File: src/rtl/pipe_addsub.sv
// Pipelined WIDTH-bit adder/subtractor: one CHUNK-bit slice is summed per stage, with
// operands skewed forward and the ripple carry registered between stages.
module pipe_addsub #(
    parameter int WIDTH  = 64,
    parameter int STAGES = 4
) (
    input  logic             clk,
    input  logic             rst,
    input  logic             in_valid,
    output logic             in_ready,
    input  logic [WIDTH-1:0] a,
    input  logic [WIDTH-1:0] b,
    input  logic             sub,
    input  logic             c_in,
    output logic             out_valid,
    input  logic             out_ready,
    output logic [WIDTH-1:0] sum,
    output logic             c_out,
    output logic             ovf,
    output logic             zero
);

    // WIDTH must be a multiple of STAGES so every stage owns an equal slice.
    localparam int CHUNK = WIDTH / STAGES;
    localparam int LAST  = STAGES - 1;

    logic [WIDTH-1:0] opA_q   [STAGES];
    logic [WIDTH-1:0] opB_q   [STAGES];
    logic [WIDTH-1:0] res_q   [STAGES];
    logic             carry_q [STAGES];
    logic             valid_q [STAGES];
    logic             ovf_q;
    logic             zero_q;

    logic [WIDTH-1:0] opA_d   [STAGES];
    logic [WIDTH-1:0] opB_d   [STAGES];
    logic [WIDTH-1:0] res_d   [STAGES];
    logic [WIDTH-1:0] resIn   [STAGES];
    logic             carry_d [STAGES];
    logic             valid_d [STAGES];
    logic             stageCin[STAGES];
    logic [CHUNK:0]   chunkSum[STAGES];
    logic             ovf_d;
    logic             zero_d;
    logic             stall;

    assign stall    = valid_q[LAST] && !out_ready;
    assign in_ready = !stall && !rst;

    // Stage 0 sees the raw operands (B already inverted for subtract); every later
    // stage sees the previous stage's registers and adds only its own slice.
    always_comb begin
        opA_d[0]    = a;
        opB_d[0]    = sub ? ~b : b;
        stageCin[0] = sub | c_in;
        resIn[0]    = '0;
        valid_d[0]  = in_valid && in_ready;
        for (int k = 1; k < STAGES; k++) begin
            opA_d[k]    = opA_q[k-1];
            opB_d[k]    = opB_q[k-1];
            stageCin[k] = carry_q[k-1];
            resIn[k]    = res_q[k-1];
            valid_d[k]  = valid_q[k-1];
        end
        for (int k = 0; k < STAGES; k++) begin
            chunkSum[k] = {1'b0, opA_d[k][k*CHUNK +: CHUNK]}
                        + {1'b0, opB_d[k][k*CHUNK +: CHUNK]}
                        + {{CHUNK{1'b0}}, stageCin[k]};
            res_d[k]    = resIn[k];
            res_d[k][k*CHUNK +: CHUNK] = chunkSum[k][CHUNK-1:0];
            carry_d[k]  = chunkSum[k][CHUNK];
        end
        ovf_d  = (opA_d[LAST][WIDTH-1] == opB_d[LAST][WIDTH-1]) &&
                 (res_d[LAST][WIDTH-1] != opA_d[LAST][WIDTH-1]);
        zero_d = (res_d[LAST] == '0);
    end

    // The whole pipe advances together or freezes together on a downstream stall.
    always_ff @(posedge clk) begin
        if (rst) begin
            for (int k = 0; k < STAGES; k++) begin
                opA_q[k]   <= '0;
                opB_q[k]   <= '0;
                res_q[k]   <= '0;
                carry_q[k] <= 1'b0;
                valid_q[k] <= 1'b0;
            end
            ovf_q  <= 1'b0;
            zero_q <= 1'b0;
        end else if (!stall) begin
            for (int k = 0; k < STAGES; k++) begin
                opA_q[k]   <= opA_d[k];
                opB_q[k]   <= opB_d[k];
                res_q[k]   <= res_d[k];
                carry_q[k] <= carry_d[k];
                valid_q[k] <= valid_d[k];
            end
            ovf_q  <= valid_d[LAST] && ovf_d;
            zero_q <= valid_d[LAST] && zero_d;
        end
    end

    assign out_valid = valid_q[LAST];
    assign sum       = res_q[LAST];
    assign c_out     = carry_q[LAST];
    assign ovf       = ovf_q;
    assign zero      = zero_q;

endmodule

File: config.mk
export PLATFORM = sky130hd
export DESIGN_NAME = pipe_addsub
export DESIGN_NICKNAME = d
export VERILOG_FILES = /design/src/rtl/pipe_addsub.sv
export SDC_FILE = /design/constraint.sdc
export NUM_CORES = 1
export LEC_CHECK = 0
export ABC_CLOCK_PERIOD_IN_PS = 19700
export BUFFER_PORTS_ARGS = -buffer_cell sky130_fd_sc_hd__buf_2
export CORE_ASPECT_RATIO = 0.8
export CORE_UTILIZATION = 49
export DETAILED_ROUTE_END_ITERATION = 6
export PLACE_DENSITY = 0.74
export SYNTH_ARGS = -nofsm -noshare
export SYNTH_HDL_FRONTEND = slang
export SYNTH_SLANG_ARGS = --single-unit
File: constraint.sdc
create_clock -name clk -period 19.7 [get_ports clk]
set_input_delay 0.985 -clock clk [delete_from_list [all_inputs] [get_ports clk]]
set_output_delay 0.985 -clock clk [all_outputs]
set_load 0.01 [all_outputs]
# Yosys cells after proc, flatten, opt, wreduce, memory -nomap -nowiden
# Memory sizes are Yosys's and may differ from the RTL's.
# Cells that the tools add are included.
# Widths: inputs -> output; s select.
# classes
addsub	8
eq_ne	2
muxes	26
bitwise	22
n_reduce_logical	10
# ops
operator	n
$mux 64	13
$add 16x16->17	4
$add 17x1->17	4
$logic_not 64->1	1
$not 64->64	1
$or 1x1->1	21
$mux 1	13
$logic_and 1x1->1	6
$logic_not 1->1	3
$eq 1x1->1	1
$ne 1x1->1	1
# totals
regBits	2
mem_bits_rw	776
in_bits	134
out_inout_bits	69
wordCells	75
n_memories	5
# memory_table
memory	words	width	read_ports	rd_ports_with_merged_regs	wr	line	rtl
opA_q	4	64	3	0	4	27	logic [WIDTH-1:0] opA_q [STAGES];
opB_q	4	64	3	0	4	28	logic [WIDTH-1:0] opB_q [STAGES];
res_q	4	64	4	0	4	29	logic [WIDTH-1:0] res_q [STAGES];
carry_q	4	1	4	0	4	30	logic carry_q [STAGES];
valid_q	4	1	4	0	4	31	logic valid_q [STAGES];

# Longest topological paths before layout
# logic_depth
ltp_word	6
mapped_depth	13
ltp_nobuf	12

# Worst setup path before layout
# No wires, ideal clock.
# synth_timing
path_kind	input-to-reg
from	input port out_ready
to	memory carry_q[0], enable pin
setup_time_ns	0.710
arrival_time_ns	8.083
t_required_ns	18.990
slack_ns	10.907
cell_stages	3
n_path_buf	0
path_cell_list	nand2b_1 -> nor2_1 -> inv_1
# synth_rtl
element	line	rtl
start, declared	16	input logic out_ready,
end, declared	30	

==> summary.json <==
{
  "logic_synthesis": {
    "synth.yosys.seq_area_share_pct": 65.7,
    "post_synth_edffs": 360,
    "postSynth.topFlopCell": "sky130_fd_sc_hd__edfxtp_1",
    "ys_top_cells_by_count": "sky130_fd_sc_hd__edfxtp_1, sky130_fd_sc_hd__and2_1, sky130_fd_sc_hd__nor2_1",
    "yosysTopAreaCell": "sky130_fd_sc_hd__edfxtp_1",
    "synthesis.yosys.warnings": 0,
    "post_synth_main_area_contributors": "sky130_fd_sc_hd__edfxtp_1, sky130_fd_sc_hd__and2_1, sky130_fd_sc_hd__ha_1, sky130_fd_sc_hd__xnor2_1, sky130_fd_sc_hd__nor2_1",
    "async_flop_share_pct": 0,
    "netlist-cell-type-count": 58,
    "avgSynthCellArea_um2": 13.5,
    "synth-seq-cells": 362,
    "yosys.area.top_type_share_pct": 65.4,
    "netlist_instances": 1224,
    "yosys.cell_count.top_type": "sky130_fd_sc_hd__edfxtp_1",
    "syn-num-nets": 1426,
    "synth.cell_area_um2": 16500
  },
  "floorplan": {
    "io-pin-count": 203,
    "fp.coreArea_um2": 32900,
    "fp.dieArea_um2": 34500,
    "floorplan.initialDensity_pct": 50.3,
    "die_height_um": 166,
    "core.rowCount": 59,
    "die_width_um": 207
  },
  "routing": {
    "detail-route-antenna-nets": 0,
    "route.detailed.wl_per_inst_um": 16.0,
    "routed_wirelength_um": 30200,
    "detail_route.iter0.violations": 627,
    "routed-via-count": 9397,
    "drt-pass1-iter-count": 5,
    "route.detailed.drc": 0,
    "drt-vias-per-instance": 4.99
  },
  "global_route": {
    "first_global_vias": 9266,
    "grtUsageTotal_pct": 17.7,
    "grt_start_max_net_pins": 124,
    "gr-total-overflow": 0,
    "gr-usage-met1_pct": 23.3,
    "number_of_antenna_violations_at_the_first_check_in_global_routing": 5,
    "met2_usage_pct": 29.4,
    "globalRouteMet3Util_pct": 3.37,
    "busiest_layer": "met2",
    "first_pass_grt_wire_length_um": 47800
  },
  "cts": {
    "tritoncts": "built",
    "cts-htree-levels": 2,
    "number_of_buffers_created_by_cts": 37,
    "cts_num_sinks": 362,
    "worst_setup_hold_path_clk_slew_ns": 0.06,
    "postCtsSetupBuffers": 0,
    "cts.path.max_buffers": 3,
    "ctsRootBufferMaster": "sky130_fd_sc_hd__clkbuf_16",
    "clk_latency_worst_skew_pair_ns": 0.52,
    "cts.repair.resized": 0,
    "postCtsHoldBufs": 0
  },
  "sta": {
    "max_clock_freq_mhz": 268,
    "setup_total_negative_slack_ns": 0,
    "finalCritPeriodShare_pct": 18.9,
    "layout_min_cycle_time_ns": 3.73,
    "rsz0062_at_grt": "false",
    "slew_violations": 0,
    "maximum_clock_skew_at_final_layout_ns": 0.00858,
    "relSlewSlack_pct": 18.7,
    "worstMarginPinSlew_ns": 1.22,
    "setup_viol": 0,
    "timing.final.hold_violations": 0
  },
  "setup_path": {
    "slowest_stage": "sky130_fd_sc_hd__buf_4",
    "worstPathArrival_ns": 3.86,
    "worst-r2r-setup-slack_ns": 16.14,
    "crit_chain": "buf_2 > nand2b_1 > nor2_1 > inv_8 > buf_4 > buf_4",
    "worst_r2r_startpoint": "valid_q[3]",
    "worstSetupEndpointType": "flop",
    "crit_path_max_incr_delay_ns": 0.90,
    "timing.rr.end": "opA_q[0][100]",
    "rr_worst_depth": 5,
    "setup.worst_path.class": "input pin to flop",
    "cp_max_fo": 118,
    "worst_path_most_repeated_cell": "sky130_fd_sc_hd__buf_4",
    "critical_path_required_ns": 19.83,
    "start_kind": "input pin"
  },
  "placement": {
    "port_buffer_cells": 202,
    "globalplace.congestion": 0.869,
    "place.detailed.hpwl_um": 20600,
    "placedInstanceArea_um2": 18000
  },
  "final_layout": {
    "area_growth_syn_to_layout_pct": 15.7,
    "postLayoutCoreUtil_pct": 58.2,
    "drive_above_1_share_pct": 18.7,
    "final_cell_area_um2": 19100,
    "finalNetCount": 1627
  },
  "pwr": {
    "irDropWorstVdd_uv": 55.7,
    "power.density_cell_area_nw_per_um2": 92.2,
    "p_leak_nw": 8.37
  },
  "worst_hold_path": {
    "min-delay-path-class": "flop to flop",
    "hold_path_depth": 1,
    "min_delay_worst_endpoint": "ovf",
    "timing.hold.worst.start": "ovf"
  },
  "run": {
    "cap_viol_max_count": 0
  },
  "outcome": {
    "status": "completed"
  }
}
-- placed cells by master, fill, tap and decap left out, drive strengths merged, types with 3 or more instances in the layout --
cell     netlist  routed
mux2i          3       3
nand4          6       6
ha            60      60
nor3b          5       5
edfxtp       360     360
or2            3       3
a211oi         3       3
fa             8       8
nand2         18      18
inv           22      23
clkinv         0      14
and3          11      11
buf            5     209
o31ai          6       6
nor2b          8       8
xnor2         59      59
or3           10      10
diode          0       5
o21bai         3       3
a21oi         38      38
a2111oi        4       4
o21ai         26      26
nand2b         9       9
and2         248     248
nor3          25      25
o31a           3       3
clkbuf        42      47
xor2          42      42
nor4          13      13
nand3         10      10
a21o          18      18
nor2         123     123
o21a           7       7
-- worst max path at each step --
stage               startpoint             to  slack (ns)
detailed placement   out_ready   opA_q[0][36]       15.41
CTS                  out_ready   opA_q[0][36]       15.97
floorplan            out_ready     carry_q[0]       10.91
finish               out_ready  opA_q[0][100]       15.97
global route         out_ready  opA_q[0][106]       15.72
global placement     out_ready   opA_q[0][35]       15.45
-- layer usage --
metal | vias up | share of wire (%)
li1 | 4768 | -
met5 | - | 0
met4 | 0 | 2.4
met1 | 4375 | 45
met2 | 206 | 48
met3 | 48 | 4.5
-- where the power goes --
part,switching (mW),internal (mW),total (mW)
sequential,0.0175,0.909,0.927
combinational,0.0964,0.0775,0.174
clock,0.275,0.387,0.662
total,0.389,1.37,1.76
-- through the flow --
step	instances	worst slack (ns)	hold WS, ns	power [mW]
2_1_floorplan	1224	10.91	0.470	1.06
3_3_place_gp	1813	15.45	0.450	1.11
3_5_place_dp	1813	15.41	0.453	1.12
4_1_cts	1878	15.97	0.467	1.78
5_1_grt	1881	15.72	0.509	1.83
6_report	1883	15.97	0.464	1.76
-- worst max-delay path: cells and delay by family --
| kind | cells | cell delay [ns] |
|---|---|---|
| and+or+nand+nor | 2 | 0.29 |
| buffers and inverters | 4 | 2.43 |
-- state kept, by name (all words and copies together), names as in the netlist --
register / cells
zero: 1
valid_q: 4
carry_q: 4
ovf: 1
res_q: 160
opA_q: 96
opB_q: 96
-- cell families (layout without fill, tap and decap cells) --
| family | after synthesis | count (layout) | share of synthesized area, % |
|---|---|---|---|
| buffers and inverters | 69 | 296 | 1.57 |
| xor gates and xnor gates | 101 | 101 | 5.35 |
| other | 0 | 5 | 0 |
| AOI/OAI and AO/OA | 128 | 128 | 5.29 |
| muxes | 3 | 3 | 0.182 |
| DFF | 362 | 362 | 65.7 |
| and+or+nand+nor | 493 | 493 | 16.4 |
| adders and majority gates | 68 | 68 | 5.51 |
-- final cells by class --
cell class / count / area [um2]
diodes: 5 / 12.5
inverters: 22 / 95.1
flip-flops and latches: 362 / 10900
clock buffers: 47 / 1010
fillers: 2608 / 13700
repair buffers: 209 / 1070
clock inverters: 18 / 135
multi-input cells: 793 / 5420
well taps: 427 / 534
Power figures use the tool's default switching activity.
